$ cat config.mk
export PLATFORM = sky130hd
export DESIGN_NAME = corereset_pf
export DESIGN_NICKNAME = d
export VERILOG_FILES = /design/src/rtl/corereset_pf_pkg.sv /design/src/rtl/corereset_sync.sv /design/src/rtl/corereset_pf.sv
export SDC_FILE = /design/constraint.sdc
export NUM_CORES = 1
export LEC_CHECK = 0
export ABC_AREA = 1
export CAP_MARGIN = 10
export CORE_AREA = 2 2 39 41
export DETAILED_ROUTE_END_ITERATION = 12
export DIE_AREA = 0 0 41 43
export PLACE_DENSITY = 0.81
export SLEW_MARGIN = 20
export SYNTH_ARGS = -nofsm -noshare
export SYNTH_HDL_FRONTEND = slang
export SYNTH_SLANG_ARGS = --single-unit
$ cat constraint.sdc
create_clock -name CLK -period 2.5 [get_ports CLK]
set_clock_uncertainty 0.2 [all_clocks]
set_input_delay 0.625 -clock CLK [delete_from_list [all_inputs] [get_ports CLK]]
set_output_delay 0.625 -clock CLK [all_outputs]
set_load 0.005 [all_outputs]
$ cat src/rtl/corereset_pf_pkg.sv
// rtl/corereset_pf_pkg.sv - shared state enum and default constants for corereset_pf
package corereset_pf_pkg;

   // Release sequencer states: reset held, clean-cycle counting, released
   typedef enum logic [1:0] {
      ASSERT = 2'd0,
      COUNT  = 2'd1,
      RUN    = 2'd2
   } state_e;

   localparam int DEF_SYNC_STAGES    = 2;
   localparam int DEF_DEASSERT_DELAY = 16;

   // Counter must hold DEASSERT_DELAY-1 with headroom so it can never wrap
   function automatic int cnt_width(input int delay);
      return $clog2(delay) + 1;
   endfunction

endpackage

$ cat src/rtl/corereset_sync.sv
// rtl/corereset_sync.sv - single-bit multi-flop synchronizer with configurable reset value
module corereset_sync #(
   parameter int   DEPTH     = 2,
   parameter logic RESET_VAL = 1'b0
) (
   input  logic clk,
   input  logic rst,
   input  logic d,
   output logic q
);

   logic [DEPTH-1:0] chain_q;
   logic [DEPTH-1:0] chain_d;

   // Shift the asynchronous input one stage deeper each cycle
   always_comb begin
      chain_d = {chain_q[DEPTH-2:0], d};
   end

   // Chain resets to the requesting level so reset is held until inputs prove clean
   always_ff @(posedge clk) begin
      if (rst) begin
         chain_q <= {DEPTH{RESET_VAL}};
      end else begin
         chain_q <= chain_d;
      end
   end

   assign q = chain_q[DEPTH-1];

endmodule

$ cat src/rtl/corereset_pf.sv
// rtl/corereset_pf.sv - fabric reset sequencer: synchronize requests, count clean cycles, release
module corereset_pf
   import corereset_pf_pkg::*;
#(
   parameter int SYNC_STAGES    = DEF_SYNC_STAGES,
   parameter int DEASSERT_DELAY = DEF_DEASSERT_DELAY
) (
   input  logic CLK,
   input  logic RST,
   input  logic EXT_RST_N,
   input  logic PLL_LOCK,
   input  logic SS_BUSY,
   input  logic INIT_DONE,
   input  logic FF_US_RESTORE,
   output logic FABRIC_RESET_N
);

   localparam int                CNT_W    = cnt_width(DEASSERT_DELAY);
   localparam logic [CNT_W-1:0] CNT_LAST = CNT_W'(DEASSERT_DELAY - 1);

   logic ext_rst_n_s;
   logic pll_lock_s;
   logic ss_busy_s;
   logic init_done_s;
   logic ff_us_restore_s;
   logic req;

   state_e           state_q, state_d;
   logic [CNT_W-1:0] cnt_q, cnt_d;
   logic             fabric_reset_n_q, fabric_reset_n_d;

   corereset_sync #(.DEPTH(SYNC_STAGES), .RESET_VAL(1'b0)) u_sync_ext_rst_n (
      .clk (CLK), .rst (RST), .d (EXT_RST_N), .q (ext_rst_n_s)
   );

   corereset_sync #(.DEPTH(SYNC_STAGES), .RESET_VAL(1'b0)) u_sync_pll_lock (
      .clk (CLK), .rst (RST), .d (PLL_LOCK), .q (pll_lock_s)
   );

   corereset_sync #(.DEPTH(SYNC_STAGES), .RESET_VAL(1'b0)) u_sync_init_done (
      .clk (CLK), .rst (RST), .d (INIT_DONE), .q (init_done_s)
   );

   corereset_sync #(.DEPTH(SYNC_STAGES), .RESET_VAL(1'b1)) u_sync_ss_busy (
      .clk (CLK), .rst (RST), .d (SS_BUSY), .q (ss_busy_s)
   );

   corereset_sync #(.DEPTH(SYNC_STAGES), .RESET_VAL(1'b1)) u_sync_ff_us_restore (
      .clk (CLK), .rst (RST), .d (FF_US_RESTORE), .q (ff_us_restore_s)
   );

   assign req = !ext_rst_n_s | !pll_lock_s | !init_done_s | ss_busy_s | ff_us_restore_s;

   // Next state and counter: any request drops back to ASSERT, release after a full clean count
   always_comb begin
      state_d = state_q;
      cnt_d   = cnt_q;
      case (state_q)
         ASSERT: begin
            cnt_d = '0;
            if (!req) begin
               state_d = COUNT;
            end
         end
         COUNT: begin
            if (req) begin
               state_d = ASSERT;
               cnt_d   = '0;
            end else if (cnt_q == CNT_LAST) begin
               state_d = RUN;
               cnt_d   = '0;
            end else begin
               cnt_d = cnt_q + CNT_W'(1);
            end
         end
         RUN: begin
            cnt_d = '0;
            if (req) begin
               state_d = ASSERT;
            end
         end
         default: begin
            state_d = ASSERT;
            cnt_d   = '0;
         end
      endcase
      fabric_reset_n_d = (state_d == RUN);
   end

   // State, counter and registered glitch-free output; RST wins on the same edge
   always_ff @(posedge CLK) begin
      if (RST) begin
         state_q          <= ASSERT;
         cnt_q            <= '0;
         fabric_reset_n_q <= 1'b0;
      end else begin
         state_q          <= state_d;
         cnt_q            <= cnt_d;
         fabric_reset_n_q <= fabric_reset_n_d;
      end
   end

   assign FABRIC_RESET_N = fabric_reset_n_q;

endmodule

### Word level (Yosys, flattened, before mapping)

Index checks and enable logic that the tools add are counted.

| cells by class | value |
|---|---|
| add/subtract/negate cells | 1 |
| eq/ne operators | 4 |
| muxes and demuxes | 5 |
| bitwise logic cells | 5 |
| reduce and logical (&&, ||, !) cells | 5 |

Operators with widths:

| kind | number |
|---|---|
| 2-bit two-way mux | 4 |
| 2-bit case mux with 3 select lines | 1 |
| 5-bit by 1-bit adder with 5-bit output (second input constant) | 1 |
| 5-bit by 4-bit == test with 1-bit output (second input constant) | 1 |
| 2-bit == test (second input constant) | 2 |
| 1-bit OR | 4 |
| 4-bit OR reduction | 1 |
| 1-bit logical NOT | 3 |
| 2-bit by 1-bit == test with 1-bit output (second input constant) | 1 |
| 2-bit logical NOT | 1 |
| 1-bit inverter | 1 |

| word-level totals | value |
|---|---|
| flip-flop bits (word level) | 18 |
| output and inout port bits | 1 |
| logic and storage cells | 28 |

### Longest topological paths before layout

Gate-level depths: netlist of run 1.

| logic depth | value |
|---|---|
| depth after elaboration | 8 |
| gate-level depth with buffers | 9 |
| mapped depth without buffers | 9 |

### Modules after synthesis

Synthesis of run 1 repeated with hierarchy kept, for this count alone.

| second synthesis, totals | value |
|---|---|
| cells, all modules | 77 |
| area, all modules | 614.3 um2 |

By module, submodules not included:

| module | times used | cells each | area each (um2) |
|---|---|---|---|
| corereset_pf | 1 | 45 | 331.6 |
| corereset_sync (u_sync_ext_rst_n ...) | 3 | 6 | 55.1 |
| corereset_sync (u_sync_ff_us_restore ...) | 2 | 7 | 58.8 |

### Least setup slack after synthesis of run 1

No wires, ideal clock.

| timing path | value |
|---|---|
| kind | reg-to-reg |
| from | register cnt_q[0] |
| to | register cnt_q[0] |
| arrival time | 1.145 ns |
| path slack | 1.091 ns |
| stages on the path, launching flop included | 10 |
| period minus slack after synthesis | 1.409 ns |
| cell sequence | dfxtp_1 -> ha_1 -> nand2_1 -> nor2_1 -> ha_1 -> inv_1 -> nand2_1 -> nor2_2 -> nand2_2 -> nor2_1 |

| on the way | value |
|---|---|
| cells in the longest elaborated chain, start to end | 2 |
| elaborated cells between the ends (all ways) | 3 |

RTL lines:

| element | RTL line | text |
|---|---|---|
| from (decl) | corereset_pf.sv:29 | `logic [CNT_W-1:0] cnt_q, cnt_d;` |
| from (signal assigned) | corereset_pf.sv:98 | `cnt_q <= cnt_d;` |
| branches (longest 2 deep; another with 5-bit by 1-bit adder with 5-bit output) | -- |  |

Several ways; the timed one is not identified.
A chain may end at the register's enable or synchronous reset.

### Worst setup path after layout of run 1

| timing path | value |
|---|---|
| from | register fabric_reset_n_q, in the netlist FABRIC_RESET_N |
| to | output FABRIC_RESET_N |

RTL lines:

| element | RTL line | text |
|---|---|---|
| from (decl) | corereset_pf.sv:30 | `logic fabric_reset_n_q, fabric_reset_n_d;` |
| from (signal assigned) | corereset_pf.sv:99 | `fabric_reset_n_q <= fabric_reset_n_d;` |
| to (decl) | corereset_pf.sv:15 | `output logic FABRIC_RESET_N` |

No word-level cell between the ends.

==> impl_metrics.sql, run 1 <==
INSERT INTO impl_metrics (metric_group, metric, value, unit) VALUES
('cts', 'cts_max_level', '1', ''),
('timing', 'rsz_0062_raised_after_global_routing', 'false', ''),
('synthesis', 'synth_fp_nets', '82', ''),
('timing', 'timing_worst_slew_pin_value', '0.331', 'ns'),
('setup_path', 'path_class', 'reg2out', ''),
('setup_path', 'path_delay_family', 'buffers and inverters', ''),
('floorplanning', 'boundaryPins', '8', ''),
('run', 'timing.max_cap.violations', '0', ''),
('setup_path', 'timing.critical_path.cells', 'clkdlybuf4s50_1', ''),
('setup_path', 'critical-path-max-stage-delay', '0.49', 'ns'),
('synthesis', 'register_area_share_after_synthesis', '57.6', '%'),
('placed_design', 'dpl.hpwl', '608', 'um'),
('timing', 'worst_slack', '0.583', 'ns'),
('placed_design', 'dp_worst_setup_slack', '0.499', 'ns'),
('setup_path', 'critical_path_required', '1.67', 'ns'),
('cts', 'postCtsSetupBuffers', '0', ''),
('cts', 'tritoncts.num_buffers', '3', ''),
('global_route', 'grt_usage', '12.7', '%'),
('floorplanning', 'dieArea', '1760', 'um2'),
('final_layout', 'fin_util', '54.0', '%'),
('floorplanning', 'chipWidth', '41', 'um'),
('route', 'ant_nets', '0', ''),
('timing', 'final_cycle_share', '76.7', '%'),
('final_layout', 'n_fill_cell', '135', ''),
('cts', 'cts.reportedPaths.clkPinSlew', '0.10', 'ns'),
('cts', 'worstSkewPairLatency', '0.28', 'ns'),
('floorplanning', 'initial_core_util', '45.2', '%'),
('cts', 'clk_root_buffer_cell', 'sky130_fd_sc_hd__clkbuf_4', ''),
('pwr', 'overall_power_of_the_completed_layout', '0.486', 'mW'),
('timing', 'setup_viol_count_final', '0', ''),
('setup_path', 'worst_path_max_delay_cell', 'sky130_fd_sc_hd__clkdlybuf4s50_1', ''),
('timing', 'finalMaxSlewViolations', '0', ''),
('final_layout', 'layout.nets', '93', ''),
('final_layout', 'layout_area_overhead', '19.4', '%'),
('pwr', 'power_density', '651', 'nW/um2'),
('pwr', 'worst_vdd_drop', '0.337', 'mV'),
('cts', 'post_cts_hold_buffer_count', '0', ''),
('timing', 'slew_headroom', '77.9', '%'),
('synthesis', 'gate_count_post_synth', '73', ''),
('worst_hold_path', 'min_path_type', 'reg2reg', ''),
('timing', 'setup_tns_final', '0', 'ns'),
('synthesis', 'count_of_warnings_emitted_by_yosys', '0', ''),
('global_route', 'grt_pass1_vias', '360', ''),
('setup_path', 'crit_buf_inv', '1', ''),
('cts', 'cts.repair.resized', '0', ''),
('route', 'vias', '414', ''),
('synthesis', 'synth_top_cell_area_share', '57.6', '%'),
('status', 'run_status', 'finished, final reports clean', ''),
('route', 'vias_per_cell', '4.18', ''),
('floorplanning', 'die_height', '43', 'um'),
('synthesis', 'synth_cell_type_count', '16', ''),
('placed_design', 'port_buffers', '7', ''),
('placed_design', 'gp_congestion', '0.679', ''),
('setup_path', 'timing.critical_path.fanout_max', '1', ''),
('synthesis', 'netlist.top_cell.by_area', 'sky130_fd_sc_hd__dfxtp_1', ''),
('placed_design', 'place.detailed.instances', '95', ''),
('cts', 'cts.sink_count', '18', ''),
('final_layout', 'num_antenna_cells', '0', ''),
('setup_path', 'kind_of_end_point_of_the_critical_path', 'output pin', ''),
('global_route', 'gr-total-overflow', '0', ''),
('global_route', 'first_pass_grt_wire_length', '1370', 'um'),
('pwr', 'static-leakage-power', '0.319', 'nW'),
('global_route', 'grt_max_degree', '13', ''),
('synthesis', 'synth_area', '626', 'um2'),
('synthesis', 'netlist_top_cells_area', 'sky130_fd_sc_hd__dfxtp_1 (58%), sky130_fd_sc_hd__nor2_1 (9.0%), sky130_fd_sc_hd__inv_1 (8.4%)', ''),
('global_route', 'antenna_found_initial', '0', ''),
('route', 'detail_route.wl_per_cell', '7.92', 'um'),
('cts', 'cts.path.max_buffers', '2', ''),
('setup_path', 'worst-endpoint-arrival', '1.09', 'ns'),
('route', 'drtPass1Iterations', '3', ''),
('synthesis', 'ys_seq_elements', '18', ''),
('floorplanning', 'rows', '14', ''),
('cts', 'tritoncts_clock_tree', 'done', ''),
('timing', 'clock.fmax', '0.522', 'GHz'),
('final_layout', 'final_cells', '99', ''),
('timing', 'post-route-min-period', '1.92', 'ns'),
('floorplanning', 'placeableCoreArea', '1380', 'um2'),
('synthesis', 'mean_instance_size_in_the_synthesized_netlist', '8.57', 'um2'),
('route', 'finalWirelength', '784', 'um'),
('timing', 'report.final.hold_viol_count', '0', ''),
('final_layout', 'share_of_layout_cells_above_drive_strength_1', '10.8', '%'),
('route', 'drt_drc_violations_left', '0', ''),
('setup_path', 'critical_path.startpoint_type', 'flip-flop', ''),
('route', 'drt_first_iter_violations', '8', '');
[layout make-up]
type                            instances  area (um2)  area share, %
Multi-Input combinational cell         39         204           27.3
Inverter                               15        56.3           7.54
Timing Repair Buffer                    7        70.1           9.38
Tap cell                               16        20.0           2.68
Clock buffer                            4        36.3           4.86
Sequential cell                        18         360           48.2
[cell usage after synthesis (all sizes together)]
| library cell | count |
|---|---|
| inv | 15 |
| xnor2 | 1 |
| nand4 | 1 |
| a21oi | 1 |
| or2 | 4 |
| nor2 | 17 |
| buf | 1 |
| nand3 | 3 |
| ha | 2 |
| nand2 | 10 |
| dfxtp | 18 |
[worst paths after layout]
check,startpoint,endpoint,slack (ns),cells past startpoint
setup / recovery,FABRIC_RESET_N,FABRIC_RESET_N,0.58,1
hold / removal,u_sync_ext_rst_n.chain_q[0],u_sync_ext_rst_n.chain_q[1],0.21,2
setup reg to reg,cnt_q[0],cnt_q[0],0.93,9
hold reg to reg,u_sync_ext_rst_n.chain_q[0],u_sync_ext_rst_n.chain_q[1],0.21,2
[metal layers]
metal | global-route usage (%) | share of wire, % | vias up
li1 | - | - | 230
met1 | 13.4 | 42 | 176
met2 | 18.1 | 51 | 6
met3 | 3.14 | 4.0 | 2
met4 | 14.0 | 2.9 | 0
met5 | 0 | 0 | -
[layout by cell type (no fill, tap or decap)]
cell type and n:
sky130_fd_sc_hd__a21oi_1 1, sky130_fd_sc_hd__or2_1 4, sky130_fd_sc_hd__xnor2_1 1, sky130_fd_sc_hd__nand3_2 1, sky130_fd_sc_hd__nor2_1 15, sky130_fd_sc_hd__clkbuf_4 3, sky130_fd_sc_hd__clkbuf_8 1, sky130_fd_sc_hd__nand4_1 1
sky130_fd_sc_hd__ha_1 2, sky130_fd_sc_hd__nand2_1 9, sky130_fd_sc_hd__dfxtp_1 18, sky130_fd_sc_hd__clkdlybuf4s50_1 7, sky130_fd_sc_hd__inv_1 14, sky130_fd_sc_hd__nor2_2 1, sky130_fd_sc_hd__inv_2 1, sky130_fd_sc_hd__nand2_2 1
sky130_fd_sc_hd__nor2_4 1, sky130_fd_sc_hd__nand3_1 2
[metrics by stage]
stage / hold slack (ns) / cell area, um2
2_1_floorplan: 0.183 / 626
3_3_place_gp: 0.186 / 711
3_5_place_dp: 0.193 / 711
4_1_cts: 0.210 / 747
5_1_grt: 0.228 / 747
6_report: 0.208 / 747
[registers in the layout, summed over array words and instances (netlist names)]
signal / count
state_q: 2
u_sync_ff_us_restore.chain_q: 2
u_sync_ss_busy.chain_q: 2
u_sync_pll_lock.chain_q: 2
u_sync_init_done.chain_q: 2
u_sync_ext_rst_n.chain_q: 2
cnt_q: 5
FABRIC_RESET_N: 1
[kinds of logic (layout without fill, tap and decap cells)]
family / Yosys count / count (layout) / share of synthesized area (%)
flops: 18 / 18 / 57.6
compound gates: 1 / 1 / 0.799
xor+xnor: 1 / 1 / 1.40
fa+ha+maj: 2 / 2 / 4.00
simple gates: 35 / 35 / 26.4
buf+inv: 16 / 26 / 9.80
[power by group]
group          switching (mW)  internal [mW]  total, mW
Clock                  0.0830         0.0886      0.172
Sequential            0.00175          0.294      0.296
Combinational         0.00693         0.0120     0.0189
Total                  0.0917          0.395      0.486
Power figures use the tool's default switching activity.
==> run 2: changes to the inputs <==
--- a/config.mk
+++ b/config.mk
@@ -7,10 +7,10 @@
 export LEC_CHECK = 0
 export ABC_AREA = 1
 export CAP_MARGIN = 10
-export CORE_AREA = 2 2 39 41
+export CORE_MARGIN = 2
+export CORE_UTILIZATION = 45
 export DETAILED_ROUTE_END_ITERATION = 12
-export DIE_AREA = 0 0 41 43
-export PLACE_DENSITY = 0.81
+export PLACE_DENSITY = 0.82
 export SLEW_MARGIN = 20
 export SYNTH_ARGS = -nofsm -noshare
 export SYNTH_HDL_FRONTEND = slang
==> constraint.sdc (replaced) <==
create_clock -name CLK -period 1.7 [get_ports CLK]
set_clock_uncertainty 0.2 [all_clocks]
set_input_delay 0.425 -clock CLK [delete_from_list [all_inputs] [get_ports CLK]]
set_output_delay 0.425 -clock CLK [all_outputs]
set_load 0.005 [all_outputs]
==> impl_metrics.sql, run 2 (same netlist as run 1, synthesis figures left out) <==
INSERT INTO impl_metrics (metric_group, metric, value, unit) VALUES
('setup_path', 'path_class', 'reg2reg', ''),
('cts', 'tritoncts.num_buffers', '3', ''),
('final_layout', 'layout_area_overhead', '18.0', '%'),
('final_layout', 'most_common_cell_after_layout_fill_and_taps_aside', 'sky130_fd_sc_hd__dfxtp_1', ''),
('timing', 'report.final.hold_viol_count', '0', ''),
('route', 'detailroute.wirelength.met2', '444', 'um'),
('global_route', 'gr-total-overflow', '0', ''),
('floorplanning', 'initial_core_util', '48.1', '%'),
('setup_path', 'timing.rr.start', 'cnt_q[0]', ''),
('timing', 'final_cycle_share', '89.5', '%'),
('final_layout', 'n_fill_cell', '131', ''),
('route', 'm1WireLength', '312', 'um'),
('timing', 'timing_worst_slew_pin_value', '0.146', 'ns'),
('timing', 'post-route-min-period', '1.52', 'ns'),
('timing', 'worst_slack', '0.178', 'ns'),
('pwr', 'static-leakage-power', '0.322', 'nW'),
('final_layout', 'multi_input_comb_area', '204', 'um2'),
('cts', 'cts.reportedPaths.clkPinSlew', '0.09', 'ns'),
('cts', 'tritoncts_clock_tree', 'done', ''),
('global_route', 'antenna_found_initial', '0', ''),
('setup_path', 'worst-endpoint-arrival', '1.54', 'ns'),
('worst_hold_path', 'min_path_type', 'reg2reg', ''),
('timing', 'setup_viol_count_final', '0', ''),
('final_layout', 'share_of_layout_cells_above_drive_strength_1', '10.8', '%'),
('route', 'vias', '419', ''),
('route', 'ant_nets', '0', ''),
('timing', 'slew_headroom', '90.3', '%'),
('route', 'finalWirelength', '798', 'um'),
('route', 'drt_drc_violations_left', '0', ''),
('floorplanning', 'boundaryPins', '8', ''),
('pwr', 'power_density', '898', 'nW/um2'),
('setup_path', 'kind_of_end_point_of_the_critical_path', 'flip-flop', ''),
('final_layout', 'top_register', 'cnt_q', ''),
('cts', 'worstSkewPairLatency', '0.28', 'ns'),
('setup_path', 'r2r_slack', '0.18', 'ns'),
('global_route', 'grt_max_degree', '11', ''),
('status', 'run_status', 'finished, final reports clean', ''),
('timing', 'clock.fmax', '0.657', 'GHz'),
('route', 'drtPass1Iterations', '2', ''),
('floorplanning', 'dieArea', '1700', 'um2'),
('placed_design', 'gp_congestion', '0.686', ''),
('route', 'detail_route.wl_per_cell', '8.14', 'um'),
('timing', 'setup_tns_final', '0', 'ns'),
('setup_path', 'timing.reg2reg.worst_path_depth', '9', ''),
('final_layout', 'largest_register_ff_count', '5', ''),
('final_layout', 'seq_area', '360', 'um2'),
('worst_hold_path', 'worst_hold_path.num_cells', '2', ''),
('route', 'drt_first_iter_violations', '1', ''),
('timing', 'rsz_0062_raised_after_global_routing', 'false', ''),
('run', 'timing.max_cap.violations', '0', ''),
('cts', 'cts.sink_count', '18', ''),
('final_layout', 'mostFrequentLayoutCells', 'sky130_fd_sc_hd__dfxtp_1 (18), sky130_fd_sc_hd__nor2_1 (15), sky130_fd_sc_hd__inv_1 (14)', ''),
('floorplanning', 'chipWidth', '41.3', 'um'),
('final_layout', 'layout.nets', '94', ''),
('route', 'wl_met3', '36', 'um'),
('global_route', 'first_pass_grt_wire_length', '1320', 'um'),
('placed_design', 'port_buffers', '7', ''),
('global_route', 'grt_usage', '12.6', '%'),
('setup_path', 'timing.critical_path.fanout_max', '5', ''),
('setup_path', 'critical_path_required', '1.72', 'ns'),
('cts', 'cts.path.max_buffers', '2', ''),
('pwr', 'worst_vdd_drop', '0.524', 'mV'),
('route', 'vias_per_cell', '4.28', ''),
('floorplanning', 'rows', '13', ''),
('final_layout', 'num_antenna_cells', '0', ''),
('setup_path', 'r2r-end', 'cnt_q[1]', ''),
('cts', 'cts_max_level', '1', ''),
('floorplanning', 'placeableCoreArea', '1300', 'um2'),
('global_route', 'grt_pass1_vias', '385', ''),
('placed_design', 'dp_worst_setup_slack', '0.110', 'ns'),
('floorplanning', 'die_height', '41.3', 'um'),
('worst_hold_path', 'min_delay_endpoint', 'u_sync_ext_rst_n.chain_q[1]', ''),
('worst_hold_path', 'timing.hold.worst.start', 'u_sync_ext_rst_n.chain_q[0]', ''),
('route', 'highest-signal-layer', 'met4', ''),
('placed_design', 'dpl.hpwl', '649', 'um'),
('timing', 'finalMaxSlewViolations', '0', ''),
('cts', 'clk_root_buffer_cell', 'sky130_fd_sc_hd__clkbuf_4', ''),
('setup_path', 'critical_path.startpoint_type', 'flip-flop', '');
==> run 2: cell count changes in the layout (fill, tap and decap cells not counted), sizes merged <==
cell           delta
clkbuf            -1
dlygate4sd2       +1
buf               +1
clkdlybuf4s50     -1
==> run 2: layer usage <==
layer  vias up  track usage (%)
li1        232                -
met1       178             11.0
met2         7             25.0
met3         2             3.26
met4         0             7.26
met5         -                0
==> run 2: how the worst max path moves through the flow <==
| stage | startpoint | end | cells after the start |
|---|---|---|---|
| after detailed placement | RST | u_sync_ff_us_restore.chain_q[1] | 3 |
| after global routing | cnt_q[0] | cnt_q[0] | 9 |
| final | cnt_q[0] | cnt_q[1] | 9 |
| after global placement | RST | u_sync_ss_busy.chain_q[1] | 3 |
| after floorplan | cnt_q[0] | cnt_q[0] | 9 |
| after CTS | cnt_q[0] | cnt_q[1] | 9 |
==> run 2: through the flow <==
step	cell area (um2)	hold slack, ns	std cells	util, %	total power, mW
floorplan	626	0.183	73	-	0.458
global placement	717	0.187	95	55.1	0.474
detailed placement	717	0.197	95	55.1	0.476
CTS	738	0.211	98	56.7	0.675
global route	738	0.236	98	56.7	0.696
finish	738	0.211	98	56.7	0.663
==> run 2: where the power goes <==
| group | internal (mW) | switching [mW] | leakage (nW) |
|---|---|---|---|
| Clock | 0.0821 | 0.115 | 0.0138 |
| Combinational | 0.0192 | 0.0107 | 0.161 |
| Sequential | 0.432 | 0.00306 | 0.147 |
==> run 2: timing repair <==
| item | 4_1_cts | 5_1_grt |
|---|---|---|
| hold buffers | 0 | 0 |
| buffers inserted | 0 | 0 |
| endpoints found under the setup margin | 1 | 0 |
| gates resized for setup | 1 | 0 |
==> run 2: worst max-delay path: stages, from the launching register on <==
cell and delay, ns:
sky130_fd_sc_hd__dfxtp_1 0.34, sky130_fd_sc_hd__ha_1 0.23, sky130_fd_sc_hd__nand2_1 0.08, sky130_fd_sc_hd__nor2_1 0.05, sky130_fd_sc_hd__ha_1 0.19, sky130_fd_sc_hd__inv_1 0.05
sky130_fd_sc_hd__nand2_1 0.05, sky130_fd_sc_hd__nor2_2 0.11, sky130_fd_sc_hd__nand2_2 0.09, sky130_fd_sc_hd__nor2_1 0.08
==> run 2: final cells by class <==
type,count,share of cell area (%)
Timing Repair Buffer,8,10.3
Multi-Input combinational cell,39,27.6
Clock buffer,3,3.05
Tap cell,15,2.54
Sequential cell,18,48.8
Inverter,15,7.63
